<file path="config.mk">
export PLATFORM = sky130hd
export DESIGN_NAME = chrom_fitness_evaluator
export DESIGN_NICKNAME = d
export VERILOG_FILES = /design/src/rtl/chrom_fitness_evaluator.sv
export SDC_FILE = /design/constraint.sdc
export NUM_CORES = 1
export LEC_CHECK = 0
export ABC_AREA = 1
export CAP_MARGIN = 20
export CORE_AREA = 10 10 721 723
export DETAILED_ROUTE_END_ITERATION = 8
export DIE_AREA = 0 0 731 733
export PLACE_DENSITY = 0.3
export RECOVER_POWER = 50
export SYNTH_ARGS = -nofsm -noshare
export SYNTH_HDL_FRONTEND = slang
export SYNTH_SLANG_ARGS = --single-unit
</file>
<file path="constraint.sdc">
create_clock -name clk -period 11.9 [get_ports clk]
set_clock_uncertainty 0.2 [all_clocks]
set_input_delay 1.19 -clock clk [delete_from_list [all_inputs] [get_ports clk]]
set_output_delay 1.19 -clock clk [all_outputs]
set_load 0.005 [all_outputs]
</file>
<file path="src/rtl/chrom_fitness_evaluator.sv">
// Fabric-side chromosome evaluator: drives up to NUM_SEQ stimulus words into the evolved circuit,
// samples its response after a settle delay and accumulates per-output-bit mismatch counts.
// Optional build macro EVAL_CYCLE_COUNT_EN adds the eval_cycles busy-cycle counter output.
module chrom_fitness_evaluator #(
   parameter int NUM_SEQ       = 16,
   parameter int NUM_OUT       = 8,
   parameter int NUM_IN        = 32,
   parameter int SETTLE_CYCLES = 4
) (
   input  logic                   clk,
   input  logic                   reset,
   input  logic                   start_processing_chrom,
   input  logic                   done_processing_feedback,
   input  logic [31:0]            sequences_to_process,
   input  logic [NUM_SEQ*32-1:0]  input_sequence,
   input  logic [NUM_SEQ*32-1:0]  expected_output,
   input  logic [NUM_SEQ*32-1:0]  valid_output,
   output logic [NUM_IN-1:0]      circuit_in,
   input  logic [NUM_OUT-1:0]     circuit_out,
   output logic                   ready_to_process,
   output logic                   done_processing_chrom,
`ifdef EVAL_CYCLE_COUNT_EN
   output logic [31:0]            eval_cycles,
`endif
   output logic [NUM_OUT*32-1:0]  error_sum
);

   localparam int IDX_W = (NUM_SEQ > 1) ? $clog2(NUM_SEQ) : 1;
   localparam int CNT_W = $clog2(NUM_SEQ + 1);
   localparam int SET_W = (SETTLE_CYCLES > 1) ? $clog2(SETTLE_CYCLES) : 1;

   typedef enum logic [2:0] {
      S_IDLE    = 3'd0,
      S_APPLY   = 3'd1,
      S_SETTLE  = 3'd2,
      S_COMPARE = 3'd3,
      S_DONE    = 3'd4,
      S_RELEASE = 3'd5
   } state_t;

   state_t               state_q, state_d;
   logic [IDX_W-1:0]     idx_q, idx_d;
   logic [CNT_W-1:0]     seq_count_q, seq_count_d;
   logic [SET_W-1:0]     settle_q, settle_d;
   logic [NUM_IN-1:0]    cin_q, cin_d;
   logic [NUM_OUT-1:0]   sample_q, sample_d;
   logic [31:0]          err_q [NUM_OUT];
   logic [31:0]          err_d [NUM_OUT];
   logic                 ready_q, ready_d;
   logic                 done_q, done_d;
   logic                 accept_s;
   logic                 last_s;
   logic [IDX_W+4:0]     base_s;
   logic [NUM_OUT-1:0]   mism_s;
   logic [CNT_W-1:0]     seq_clamp_s;
   logic                 unused_inputs_s;

   // Only the low bits of each packed word feed the datapath.
   assign unused_inputs_s = ^{input_sequence, expected_output, valid_output, sequences_to_process};

   assign base_s   = {idx_q, 5'd0};
   assign mism_s   = (sample_q ^ expected_output[base_s +: NUM_OUT]) & valid_output[base_s +: NUM_OUT];
   assign last_s   = (CNT_W'(idx_q) == (seq_count_q - CNT_W'(1)));
   assign accept_s = (state_q == S_IDLE) && start_processing_chrom && !done_processing_feedback;

   // Clamp the requested vector count to the table depth.
   always_comb begin
      if (sequences_to_process > 32'(NUM_SEQ)) begin
         seq_clamp_s = CNT_W'(NUM_SEQ);
      end else begin
         seq_clamp_s = sequences_to_process[CNT_W-1:0];
      end
   end

   // Next-state and datapath update logic.
   always_comb begin
      state_d     = state_q;
      idx_d       = idx_q;
      seq_count_d = seq_count_q;
      settle_d    = settle_q;
      cin_d       = cin_q;
      sample_d    = sample_q;
      err_d       = err_q;
      case (state_q)
         S_IDLE: begin
            if (accept_s) begin
               for (int k = 0; k < NUM_OUT; k++) begin
                  err_d[k] = 32'd0;
               end
               idx_d       = '0;
               seq_count_d = seq_clamp_s;
               if (seq_clamp_s == CNT_W'(0)) begin
                  state_d = S_DONE;
               end else begin
                  state_d = S_APPLY;
               end
            end else begin
               state_d = S_IDLE;
            end
         end
         S_APPLY: begin
            cin_d    = input_sequence[base_s +: NUM_IN];
            settle_d = SET_W'(SETTLE_CYCLES - 1);
            state_d  = S_SETTLE;
         end
         S_SETTLE: begin
            if (settle_q == SET_W'(0)) begin
               sample_d = circuit_out;
               state_d  = S_COMPARE;
            end else begin
               settle_d = settle_q - SET_W'(1);
            end
         end
         S_COMPARE: begin
            for (int k = 0; k < NUM_OUT; k++) begin
               err_d[k] = err_q[k] + 32'(mism_s[k]);
            end
            if (last_s) begin
               state_d = S_DONE;
            end else begin
               idx_d   = idx_q + IDX_W'(1);
               state_d = S_APPLY;
            end
         end
         S_DONE: begin
            if (done_processing_feedback) begin
               state_d = S_RELEASE;
            end else begin
               state_d = S_DONE;
            end
         end
         S_RELEASE: begin
            // Hold here until the host lets go of both lines so a held start cannot retrigger.
            if (!start_processing_chrom && !done_processing_feedback) begin
               state_d = S_IDLE;
            end else begin
               state_d = S_RELEASE;
            end
         end
         default: begin
            state_d = S_IDLE;
         end
      endcase
      ready_d = (state_d == S_IDLE);
      done_d  = (state_d == S_DONE);
   end

   // State and datapath registers.
   always_ff @(posedge clk or posedge reset) begin
      if (reset) begin
         state_q     <= S_IDLE;
         idx_q       <= '0;
         seq_count_q <= '0;
         settle_q    <= '0;
         cin_q       <= '0;
         sample_q    <= '0;
         ready_q     <= 1'b1;
         done_q      <= 1'b0;
         for (int k = 0; k < NUM_OUT; k++) begin
            err_q[k] <= 32'd0;
         end
      end else begin
         state_q     <= state_d;
         idx_q       <= idx_d;
         seq_count_q <= seq_count_d;
         settle_q    <= settle_d;
         cin_q       <= cin_d;
         sample_q    <= sample_d;
         ready_q     <= ready_d;
         done_q      <= done_d;
         for (int k = 0; k < NUM_OUT; k++) begin
            err_q[k] <= err_d[k];
         end
      end
   end

`ifdef EVAL_CYCLE_COUNT_EN
   logic [31:0] cyc_q, cyc_d;

   // Busy-cycle counter: cleared on acceptance, counts APPLY/SETTLE/COMPARE cycles only.
   always_comb begin
      cyc_d = cyc_q;
      if (accept_s) begin
         cyc_d = 32'd0;
      end else if ((state_q == S_APPLY) || (state_q == S_SETTLE) || (state_q == S_COMPARE)) begin
         cyc_d = cyc_q + 32'd1;
      end else begin
         cyc_d = cyc_q;
      end
   end

   // Busy-cycle counter register.
   always_ff @(posedge clk or posedge reset) begin
      if (reset) begin
         cyc_q <= 32'd0;
      end else begin
         cyc_q <= cyc_d;
      end
   end

   assign eval_cycles = cyc_q;
`endif

   assign circuit_in            = cin_q;
   assign ready_to_process      = ready_q;
   assign done_processing_chrom = done_q;

   generate
      for (genvar g = 0; g < NUM_OUT; g++) begin : g_sum
         assign error_sum[g*32 +: 32] = err_q[g];
      end
   endgenerate

endmodule

</file>
==> results of run 1 <==
==> where the power goes <==
group          internal [mW]  switching [mW]  leakage, nW
logic                  0.792            1.80         11.0
registers               1.19           0.145         4.26
clock network          0.888           0.652        0.787
total                   2.87            2.60         16.0
==> layout by cell type, fill, tap and decap left out, drive strengths merged, types with 4 or more instances in the layout <==
master / instances
nand4: 43
nand2: 893
diode: 22
a32o: 6
clkinvlp: 4
buf: 55
nor2: 720
nor3: 141
dlygate4sd3: 196
ha: 19
nor4: 11
o21ai: 502
a22o: 8
mux2: 6
o221ai: 64
o211ai: 79
xor2: 64
inv: 328
xnor2: 22
mux2i: 9
clkbuf: 74
nand3b: 5
dfrtp: 311
or2: 4
o21a: 10
nand3: 428
a21oi: 72
o22ai: 24
clkdlybuf4s50: 905
clkinv: 8
==> per-stage QoR <==
| step | area [µm²] | hold WS, ns | setup slack [ns] | utilization | std cells |
|---|---|---|---|---|---|
| 2_1_floorplan | 25000 | 0.266 | 1.88 | - | 4004 |
| 3_3_place_gp | 44000 | 0.269 | 5.34 | 0.0873 | 11600 |
| 3_5_place_dp | 44100 | 0.267 | 5.43 | 0.0873 | 11600 |
| 4_1_cts | 45700 | 0.285 | 5.37 | 0.0906 | 11700 |
| 5_1_grt | 45700 | 0.303 | 4.91 | 0.0905 | 11700 |
| 6_report | 45700 | 0.277 | 5.82 | 0.0906 | 11800 |
==> cells by family (layout without fill, tap and decap cells) <==
family / after synthesis / count (layout) / synth area share
AND/OR/NAND/NOR: 2252 / 2252 / 0.377
buffers and inverters: 548 / 1572 / 0.0876
AO/OA/AOI/OAI: 772 / 772 / 0.177
other: 0 / 22 / 0
multiplexers: 15 / 15 / 0.00630
XOR/XNOR: 86 / 86 / 0.0301
adder cells (fa/ha/maj): 19 / 19 / 0.00950
flip-flops: 312 / 312 / 0.312
==> layout make-up <==
class / instances / area (µm²) / share of cell area
diodes: 22 / 55.1 / 0.00120
clock buffers: 73 / 1450 / 0.0317
clock inverters: 14 / 190 / 0.00416
inverters: 328 / 1260 / 0.0276
multi-input cells: 3144 / 15000 / 0.329
flip-flops and latches: 312 / 7830 / 0.171
well taps: 6706 / 8390 / 0.184
repair buffers: 1157 / 11500 / 0.252
==> routing by layer <==
layer	global-route usage	up-vias	part of all wire
li1	-	15400	-
met1	0.115	15000	0.42
met2	0.152	1088	0.45
met3	0.0413	218	0.11
met4	0.0154	50	0.016
met5	0	-	0.0012
==> critical path: stages <==
cell	delay [ns]
dlygate4sd3_1	0.58
clkinvlp_2	1.81
clkbuf_1	2.03
buf_4	0.79
==> flip-flops by register name, indices dropped and copies added, names as in the netlist <==
signal and cells:
circuit_in 32, done_processing_chrom 1, error_sum 256, idx_q 4, ready_to_process 1, sample_q 8, seq_count_q 5, settle_q 2
state_q 3
==> worst max-delay path by stage <==
stage,cells after the start,slack (ns),start,to
finish,4,5.82,reset,idx_q[2]$_DFFE_PP0P_
global route,4,4.91,reset,idx_q[1]$_DFFE_PP0P_
CTS,19,5.37,idx_q[1]$_DFFE_PP0P_,error_sum[150]$_DFFE_PP0P_
detailed placement,19,5.43,idx_q[1]$_DFFE_PP0P_,error_sum[150]$_DFFE_PP0P_
global placement,19,5.34,idx_q[1]$_DFFE_PP0P_,error_sum[150]$_DFFE_PP0P_
floorplan,1,1.88,reset,circuit_in[0]$_DFFE_PP0P_
==> qor.csv, run 1 <==
stage;metric;value;unit
die;starting density of the core;0.0496;
routing;final wirelength;262000;µm
outcome;failing checks;capacitance limit, slew limit;
synth;synth cell count leaders;892 x nand2_1, 708 x nor2_1, 490 x o21ai_0;
pwr;Leak;16.0;nW
critical_path;origin of the critical flop-to-flop path;idx_q[1]$_DFFE_PP0P_;
routing;DRC Markers;0;
clocking;register clock-pin slew on the reported worst setup and hold paths;0.06;ns
pwr;Worst IR Drop VDD;0.000131;V
die;IO Pins;1870;
global_routing;largest net degree at the start of global routing;136;
routing;WL/cell;22.3;µm
synth;Post-synth EDFFs;0;
critical_path;Critical Path Source Type;primary input;
critical_path;R2R setup slack;5.87;ns
clocking;Num Clock Sinks;312;
flow_run;Max-cap violations;4;
finish;filler cell count;59400;
timing;Tightest Pin Transition;3.27;ns
finish;Final nets;6592;
timing;Slew HR;-1.18;
worst_hold_path;min-delay src;circuit_in[26]$_DFFE_PP0P_;
routing;post-DR vias/cell;2.70;
global_routing;vias in the first global route;32200;
global_routing;first-pass GRT wire length;334000;µm
timing;# setup viols final;0;
synth;Yosys cell types;48;
synth;top-count cell post-synth;nand2_1;
critical_path;Crit Path Class;in2async;
timing;Fin. Hold Viols;0;
global_routing;GRT Total Usage;0.0933;
synth;asr flop ratio synth;1.00;
die;chip width;731;µm
synth;#FFs+latches synth;312;
die;Core Area;505000;µm²
clocking;clk buf depth;3;
clocking;H-tree depth;2;
clocking;CTS Hold Bufs;0;
synth;Mapped Area;25000;µm²
clocking;postcts setup bufs;0;
critical_path;Reg2Reg Capture Point;error_sum[150]$_DFFE_PP0P_;
routing;1st-iter DRT viols;2030;
placement;Buffers on Ports;1101;
critical_path;Critical Path End Type;asynchronous set/reset pin;
clocking;Num CTS Buffers;50;
worst_hold_path;worst hold endpoint;circuit_in[26]$_DFFE_PP0P_;
routing;Antenna Nets Post-Route;0;
synth;post-synth top area cell;dfrtp_1;
die;die height;733;µm
timing;Final period util;0.511;
critical_path;Data required, critical path;12.38;ns
finish;share of layout cells above drive strength 1;0.0350;
global_routing;total gr overflow;0;
timing;min Tclk post-route;6.08;ns
timing;setup tns final;0;ns
critical_path;arrival time worst endpoint;6.57;ns
synth;Syn. warnings;0;
clocking;clk root buf;clkbuf_16;
synth;Syn Inst Count;4004;
clocking;TritonCTS clock tree;done;
die;die area;536000;µm²
global_routing;initial antenna violation count;122;
synth;synthesized net count;5603;
placement;post-DP HPWL;221000;µm
pwr;PD cells;120;nW/µm²
routing;Via Count;31700;
clocking;worst skew pair latency;0.68;ns
synth;Synth area leaders;dfrtp_1 31%, nand2_1 13%, nor2_1 11%;
pwr;Tot Pwr;5.47;mW
finish;synthesis-to-finish area growth;82.8;%
critical_path;Register-to-Register Path Depth;19;
worst_hold_path;Min-Delay Path Class;reg2reg;
timing;Max Fclk;164;MHz
synth;synthesized area per cell;6.25;µm²
synth;sequential element share of the synthesized area;0.312;
die;Cell Rows;261;
critical_path;Crit Path Max Fanout;51;
clocking;cts repair resizes;0;
worst_hold_path;hold path depth;2;
synth;Yosys top cell area share;0.311;
routing;number of iterations in the first detailed-routing pass;7;
outcome;status;finished, violations left;
placement;placer congestion estimate;0.812;
synth;Synth Flop Type;dfrtp_1;
timing;RSZ-0062 raised after global routing;false;
timing;Max Slew Vio Count;144;
Power figures use the tool's default switching activity.
==> run 2: changes to the inputs <==
==> constraint.sdc (replaced) <==
create_clock -name clk -period 5.8 [get_ports clk]
set_clock_uncertainty 0.2 [all_clocks]
set_input_delay 0.58 -clock clk [delete_from_list [all_inputs] [get_ports clk]]
set_output_delay 0.58 -clock clk [all_outputs]
set_load 0.005 [all_outputs]
==> run 2 against run 1 <==
  * The flow still finishes with violations (capacitance limit, slew limit)
  * Global-route usage increased by 0.067 points
  * Critical path depth increased by 15
  * Combinational power increased by 110%
  * Register-to-register slack got worse by 5.2 ns
  * Non-clock buffer count increased by 22
  * Final cell count increased by 0.17%
  * Utilization about the same
  * Critical path type is now reg2reg
  * Largest power group unchanged
==> qor.csv, run 2 (synthesis gave the netlist of run 1 again) <==
stage;metric;value;unit;change
placement;Placement Setup Slack;0.222;ns;was 5.43 ns
outcome;status;finished, violations left;;unchanged
routing;1st-iter DRT viols;2065;;was 2,030
routing;DRC Markers;0;;unchanged
finish;max FFs per register;256;;unchanged
pwr;Worst IR Drop VDD;0.000246;V;was 0.000131 V
routing;final wirelength;265000;µm;was 262,000 µm
pwr;Sequential Power Share;0.239;;was 0.244
routing;number of iterations in the first detailed-routing pass;5;;was 7
clocking;cts repair resizes;0;;unchanged
pwr;PD cells;247;nW/µm²;was 120 nW/µm²
outcome;failing checks;capacitance limit, slew limit;;unchanged
critical_path;Crit Path Class;reg2reg;;was in2async
placement;Buffers on Ports;1101;;unchanged
pwr;Leak;16.0;nW;about the same
clocking;H-tree depth;2;;unchanged
placement;post-DP HPWL;225000;µm;was 221,000 µm
routing;Antenna Nets Post-Route;0;;unchanged
worst_hold_path;Min-Delay Path Class;in2async;;was reg2reg
pwr;Clk pwr share;0.280;;was 0.282
placement;Inst Count DP;11700;;was 11.6k
clocking;Num Clock Sinks;312;;unchanged
timing;RSZ-0062 raised after global routing;false;;unchanged
die;starting density of the core;0.0496;;unchanged
routing;met3 WL;29200;µm;was 28,300 µm
die;chip width;731;µm;unchanged
timing;Max Slew Vio Count;314;;was 144
die;Cell Rows;261;;unchanged
pwr;combinational power share;0.481;;was 0.474
placement;dpl cell area;44300;µm²;was 44,100 µm²
die;die area;536000;µm²;unchanged
timing;WHS;0.249;ns;was 0.277 ns
die;Core Area;505000;µm²;unchanged
timing;Tightest Pin Transition;3.32;ns;was 3.27 ns
clocking;worst skew pair latency;0.69;ns;was 0.68 ns
clocking;Num CTS Buffers;48;;was 50
clocking;TritonCTS clock tree;done;;unchanged
finish;most common cell after layout, fill and taps aside;clkdlybuf4s50_1;;unchanged
routing;Met1 Wirelength;112000;µm;was 111,000 µm
clocking;clk buf depth;3;;unchanged
routing;post-DR vias/cell;2.72;;was 2.70
flow_run;Max-cap violations;4;;unchanged
pwr;switching pwr;5.40;mW;was 2.60 mW
routing;Via Count;32100;;was 31.7k
finish;synthesis-to-finish area growth;83.7;%;was 82.8%
timing;Fin. Hold Viols;0;;unchanged
global_routing;first-pass GRT wire length;336000;µm;was 334,000 µm
pwr;Tot Pwr;11.4;mW;was 5.47 mW
global_routing;initial antenna violation count;120;;was 122
critical_path;Critical Path End Type;flop;;was asynchronous set/reset pin
finish;Final nets;6612;;was 6,592
clocking;postcts setup bufs;0;;unchanged
finish;final instance area;45900;µm²;was 45,700 µm²
global_routing;total gr overflow;0;;unchanged
finish;Non-Filler Instances;11800;;about the same
critical_path;Critical Path Source Type;flop;;was primary input
pwr;P_int;5.97;mW;was 2.87 mW
die;IO Pins;1870;;unchanged
finish;share of layout cells above drive strength 1;0.0398;;was 0.0350
finish;filler cell count;59400;;about the same
timing;min Tclk post-route;5.16;ns;
critical_path;Data required, critical path;6.13;ns;was 12.38 ns
global_routing;vias in the first global route;32200;;about the same
routing;WL/cell;22.5;µm;was 22.3 µm
clocking;CTS Hold Bufs;0;;unchanged
timing;# setup viols final;0;;unchanged
placement;placer congestion estimate;0.833;;was 0.812
critical_path;arrival time worst endpoint;5.49;ns;was 6.57 ns
finish;Core Util, Final;0.0911;;was 0.0906
routing;Top Layer Used;met5;;unchanged
critical_path;Crit Path Max Fanout;53;;was 51
pwr;Sw Ratio;0.475;;about the same
clocking;clk root buf;clkbuf_16;;unchanged
finish;commonest non-fill, non-tap cells in the layout;961 x clkdlybuf4s50_1, 892 x nand2_1, 708 x nor2_1;;was 905 x clkdlybuf4s50_1, 892 x nand2_1, 709 x nor2_1
timing;setup tns final;0;ns;unchanged
die;die height;733;µm;unchanged
timing;final worst slack;0.642;ns;was 5.82 ns
timing;Final period util;0.889;;
global_routing;GRT Total Usage;0.0940;;was 0.0933
clocking;register clock-pin slew on the reported worst setup and hold paths;0.06;ns;about the same
global_routing;largest net degree at the start of global routing;150;;was 136
timing;Slew HR;-1.21;;was -1.18
timing;Max Fclk;194;MHz;
routing;met2 WL;119000;µm;was 118,000 µm
==> run 2: worst max-delay path, stage by stage (launching register included) <==
cell	delay [ns]
dfrtp_4	0.67
inv_8	0.35
buf_12	0.29
o21ai_0	0.13
o211ai_1	0.42
nand3_1	0.43
nand3_1	0.20
nand2_1	0.06
nor2_1	0.12
ha_1	0.23
buf_4	0.22
ha_1	0.23
nand2_1	0.08
nor2_1	0.33
nand2_1	0.26
nor2_1	0.15
nand3b_1	0.13
nand3b_1	0.21
nor2_1	0.13
a21oi_1	0.05
==> run 2: final timing paths <==
kind	start	endpoint	slack (ns)	depth (start not counted)
worst max-delay path	idx_q[0]$_DFFE_PP0P_	error_sum[242]$_DFFE_PP0P_	0.64	19
worst min-delay path	reset	error_sum[160]$_DFFE_PP0P_	0.25	2
worst max register to register	idx_q[0]$_DFFE_PP0P_	error_sum[242]$_DFFE_PP0P_	0.64	19
worst min register to register	circuit_in[19]$_DFFE_PP0P_	circuit_in[19]$_DFFE_PP0P_	0.28	2
max in group asynchronous	reset	error_sum[210]$_DFFE_PP0P_	1.59	3
min in group clk	circuit_in[19]$_DFFE_PP0P_	circuit_in[19]$_DFFE_PP0P_	0.28	2
==> run 2: power groups by stage <==
stage / clock, mW / combinational (mW) / sequential [mW]
CTS: 3.37 / 5.81 / 2.74
floorplan: 0 / 2.31 / 2.66
finish: 3.18 / 5.47 / 2.72
detailed placement: 0 / 5.78 / 2.77
global placement: 0 / 5.81 / 2.77
global route: 3.41 / 6.03 / 2.76
==> run 2: layout make-up <==
| cell class | instances | area (µm²) | share of cell area |
|---|---|---|---|
| Sequential cell | 312 | 7830 | 0.170 |
| Clock buffer | 65 | 1360 | 0.0295 |
| Antenna cell | 22 | 55.1 | 0.00120 |
| Multi-Input combinational cell | 3144 | 15100 | 0.328 |
| Tap cell | 6706 | 8390 | 0.183 |
| Clock inverter | 20 | 264 | 0.00575 |
| Timing Repair Buffer | 1179 | 11700 | 0.256 |
| Inverter | 328 | 1260 | 0.0274 |
==> run 2: routing by layer <==
layer	track usage	up-vias
met5	0	-
met4	0.0133	56
met3	0.0427	232
met2	0.153	1185
met1	0.115	15200
li1	-	15400
==> run 3: changes to the inputs <==
--- a/config.mk
+++ b/config.mk
@@ -6,7 +6,6 @@
 export NUM_CORES = 1
 export LEC_CHECK = 0
 export ABC_AREA = 1
-export CAP_MARGIN = 20
 export CORE_AREA = 10 10 721 723
 export DETAILED_ROUTE_END_ITERATION = 8
 export DIE_AREA = 0 0 731 733
==> run 3 against run 2 <==
  * The flow still finishes with violations (capacitance limit, slew limit)
  * Clock-buffer cell count down 5
  * Largest power group unchanged
  * Setup slack got worse by 0.050 ns
  * Power is 0.12% higher
  * Critical endpoint is now error_sum[112]$_DFFE_PP0P_
  * Sequential cell count unchanged
  * Maximum frequency is 0.96% lower
  * Critical path depth shrank 1
  * Wire length rose by 0.12%
  * Register-to-register slack worse by 0.05 ns
  * First-iteration DRC count is 6.5% lower
  * Utilization barely moved
  * Largest cell class unchanged
  * Sequential share of layout area hardly changed
  * Die area stayed put
==> qor.csv, run 3 (synthesis gave the netlist of run 1 again) <==
stage;metric;value;unit;change
outcome;status;finished, violations left;;unchanged
outcome;failing checks;capacitance limit, slew limit;;unchanged
pwr;Clk pwr share;0.280;;about the same
global_routing;GRT Total Usage;0.0941;;was 0.0940
placement;Placement Setup Slack;0.232;ns;was 0.222 ns
die;Core Area;505000;µm²;unchanged
placement;Inst Count DP;11700;;about the same
timing;# setup viols final;0;;unchanged
pwr;Sequential Power Share;0.239;;about the same
critical_path;Critical Path End Type;flop;;unchanged
timing;Tightest Pin Transition;3.31;ns;was 3.32 ns
pwr;Sw Ratio;0.477;;was 0.475
placement;Buffers on Ports;1101;;unchanged
timing;Fin. Hold Viols;0;;unchanged
timing;WHS;0.265;ns;was 0.249 ns
placement;post-DP HPWL;225000;µm;about the same
pwr;switching pwr;5.42;mW;was 5.40 mW
critical_path;Data required, critical path;6.15;ns;was 6.13 ns
global_routing;first-pass GRT wire length;337000;µm;was 336,000 µm
global_routing;total gr overflow;0;;unchanged
critical_path;Crit Path Class;reg2reg;;unchanged
die;die height;733;µm;unchanged
flow_run;Max-cap violations;5;;was 4
routing;DRC Markers;0;;unchanged
clocking;Num Clock Sinks;312;;unchanged
clocking;cts repair resizes;0;;unchanged
die;chip width;731;µm;unchanged
finish;share of layout cells above drive strength 1;0.0396;;was 0.0398
timing;final worst slack;0.593;ns;was 0.642 ns
clocking;H-tree depth;2;;unchanged
timing;setup tns final;0;ns;unchanged
clocking;clk root buf;clkbuf_16;;unchanged
finish;Final nets;6612;;unchanged
critical_path;Crit Path Max Fanout;37;;was 53
clocking;clk buf depth;3;;unchanged
timing;Max Fclk;192;MHz;was 194 MHz
finish;filler cell count;59300;;was 59.4k
routing;post-DR vias/cell;2.72;;about the same
routing;number of iterations in the first detailed-routing pass;5;;unchanged
routing;Antenna Nets Post-Route;0;;unchanged
finish;commonest non-fill, non-tap cells in the layout;962 x clkdlybuf4s50_1, 892 x nand2_1, 708 x nor2_1;;was 961 x clkdlybuf4s50_1, 892 x nand2_1, 708 x nor2_1
pwr;Leak;15.9;nW;was 16.0 nW
global_routing;largest net degree at the start of global routing;150;;unchanged
global_routing;vias in the first global route;32200;;about the same
placement;placer congestion estimate;0.833;;unchanged
die;IO Pins;1870;;unchanged
routing;1st-iter DRT viols;1930;;was 2,065
timing;Final period util;0.898;;was 0.889
timing;RSZ-0062 raised after global routing;false;;unchanged
pwr;PD cells;248;nW/µm²;was 247 nW/µm²
routing;final wirelength;265000;µm;about the same
timing;min Tclk post-route;5.21;ns;was 5.16 ns
critical_path;arrival time worst endpoint;5.56;ns;was 5.49 ns
pwr;combinational power share;0.481;;about the same
timing;Max Slew Vio Count;314;;unchanged
clocking;register clock-pin slew on the reported worst setup and hold paths;0.06;ns;about the same
clocking;worst skew pair latency;0.68;ns;was 0.69 ns
die;starting density of the core;0.0496;;unchanged
pwr;P_int;5.95;mW;was 5.97 mW
finish;Non-Filler Instances;11800;;about the same
timing;Slew HR;-1.21;;about the same
clocking;postcts setup bufs;0;;unchanged
worst_hold_path;Min-Delay Path Class;in2async;;unchanged
routing;Via Count;32000;;was 32.1k
global_routing;initial antenna violation count;123;;was 120
finish;synthesis-to-finish area growth;83.6;%;was 83.7%
die;die area;536000;µm²;unchanged
clocking;CTS Hold Bufs;0;;unchanged
die;Cell Rows;261;;unchanged
finish;most common cell after layout, fill and taps aside;clkdlybuf4s50_1;;unchanged
routing;WL/cell;22.5;µm;about the same
critical_path;Critical Path Source Type;flop;;unchanged
clocking;Num CTS Buffers;49;;was 48
finish;max FFs per register;256;;unchanged
finish;Core Util, Final;0.0910;;was 0.0911
clocking;TritonCTS clock tree;done;;unchanged
pwr;Worst IR Drop VDD;0.000215;V;was 0.000246 V
## run 3: critical path, cell delays in order, from the launching register on
cell	delay, ns
dfrtp_4	0.72
inv_8	0.22
o21ai_0	0.44
nand3_1	0.50
nand3_1	0.27
nand2_1	0.28
nand2_1	0.15
nand2_1	0.05
nor2_1	0.15
ha_1	0.24
buf_4	0.25
ha_1	0.26
nand3_1	0.21
nor2_1	0.34
nand4_2	0.19
nor2_2	0.18
nand3_1	0.11
nor2_1	0.11
a21oi_1	0.05
## run 3: routing by layer
metal | global-route usage | share of wire | up-vias
li1 | - | - | 15400
met1 | 0.116 | 0.42 | 15200
met2 | 0.152 | 0.45 | 1100
met3 | 0.0425 | 0.11 | 239
met4 | 0.0154 | 0.018 | 62
met5 | 0 | 0.0015 | -
## run 3: path summary, 6_finish.rpt
kind,start,end,slack (ns),depth (start not counted)
max,idx_q[0]$_DFFE_PP0P_,error_sum[112]$_DFFE_PP0P_,0.59,18
min,reset,error_sum[160]$_DFFE_PP0P_,0.26,2
max reg2reg,idx_q[0]$_DFFE_PP0P_,error_sum[112]$_DFFE_PP0P_,0.59,18
min reg2reg,circuit_in[22]$_DFFE_PP0P_,circuit_in[22]$_DFFE_PP0P_,0.27,2
max in group asynchronous,reset,error_sum[211]$_DFFE_PP0P_,1.59,3
min in group clk,circuit_in[22]$_DFFE_PP0P_,circuit_in[22]$_DFFE_PP0P_,0.27,2
## run 3: metrics by stage
stage | area (µm²) | power [mW]
2_1_floorplan | 25000 | 4.97
3_3_place_gp | 44300 | 8.59
3_5_place_dp | 44300 | 8.56
4_1_cts | 45900 | 11.9
5_1_grt | 45900 | 12.2
6_report | 45900 | 11.4
## run 3: power groups by stage
stage	registers, mW	logic (mW)	clock network [mW]
6_report	2.72	5.47	3.19
5_1_grt	2.76	6.02	3.43
4_1_cts	2.74	5.81	3.39
3_5_place_dp	2.77	5.79	0
3_3_place_gp	2.77	5.81	0
2_1_floorplan	2.66	2.31	0
## run 3: cell type report
| type | count | area [µm²] | share of cell area |
|---|---|---|---|
| timing repair buffer | 1178 | 11700 | 0.255 |
| sequential | 312 | 7830 | 0.170 |
| tap | 6706 | 8390 | 0.183 |
| antenna | 23 | 57.6 | 0.00125 |
| clock buffer | 60 | 1330 | 0.0289 |
| clock inverter | 23 | 278 | 0.00605 |
| multi-input combinational | 3144 | 15100 | 0.328 |
| inverter | 328 | 1260 | 0.0274 |
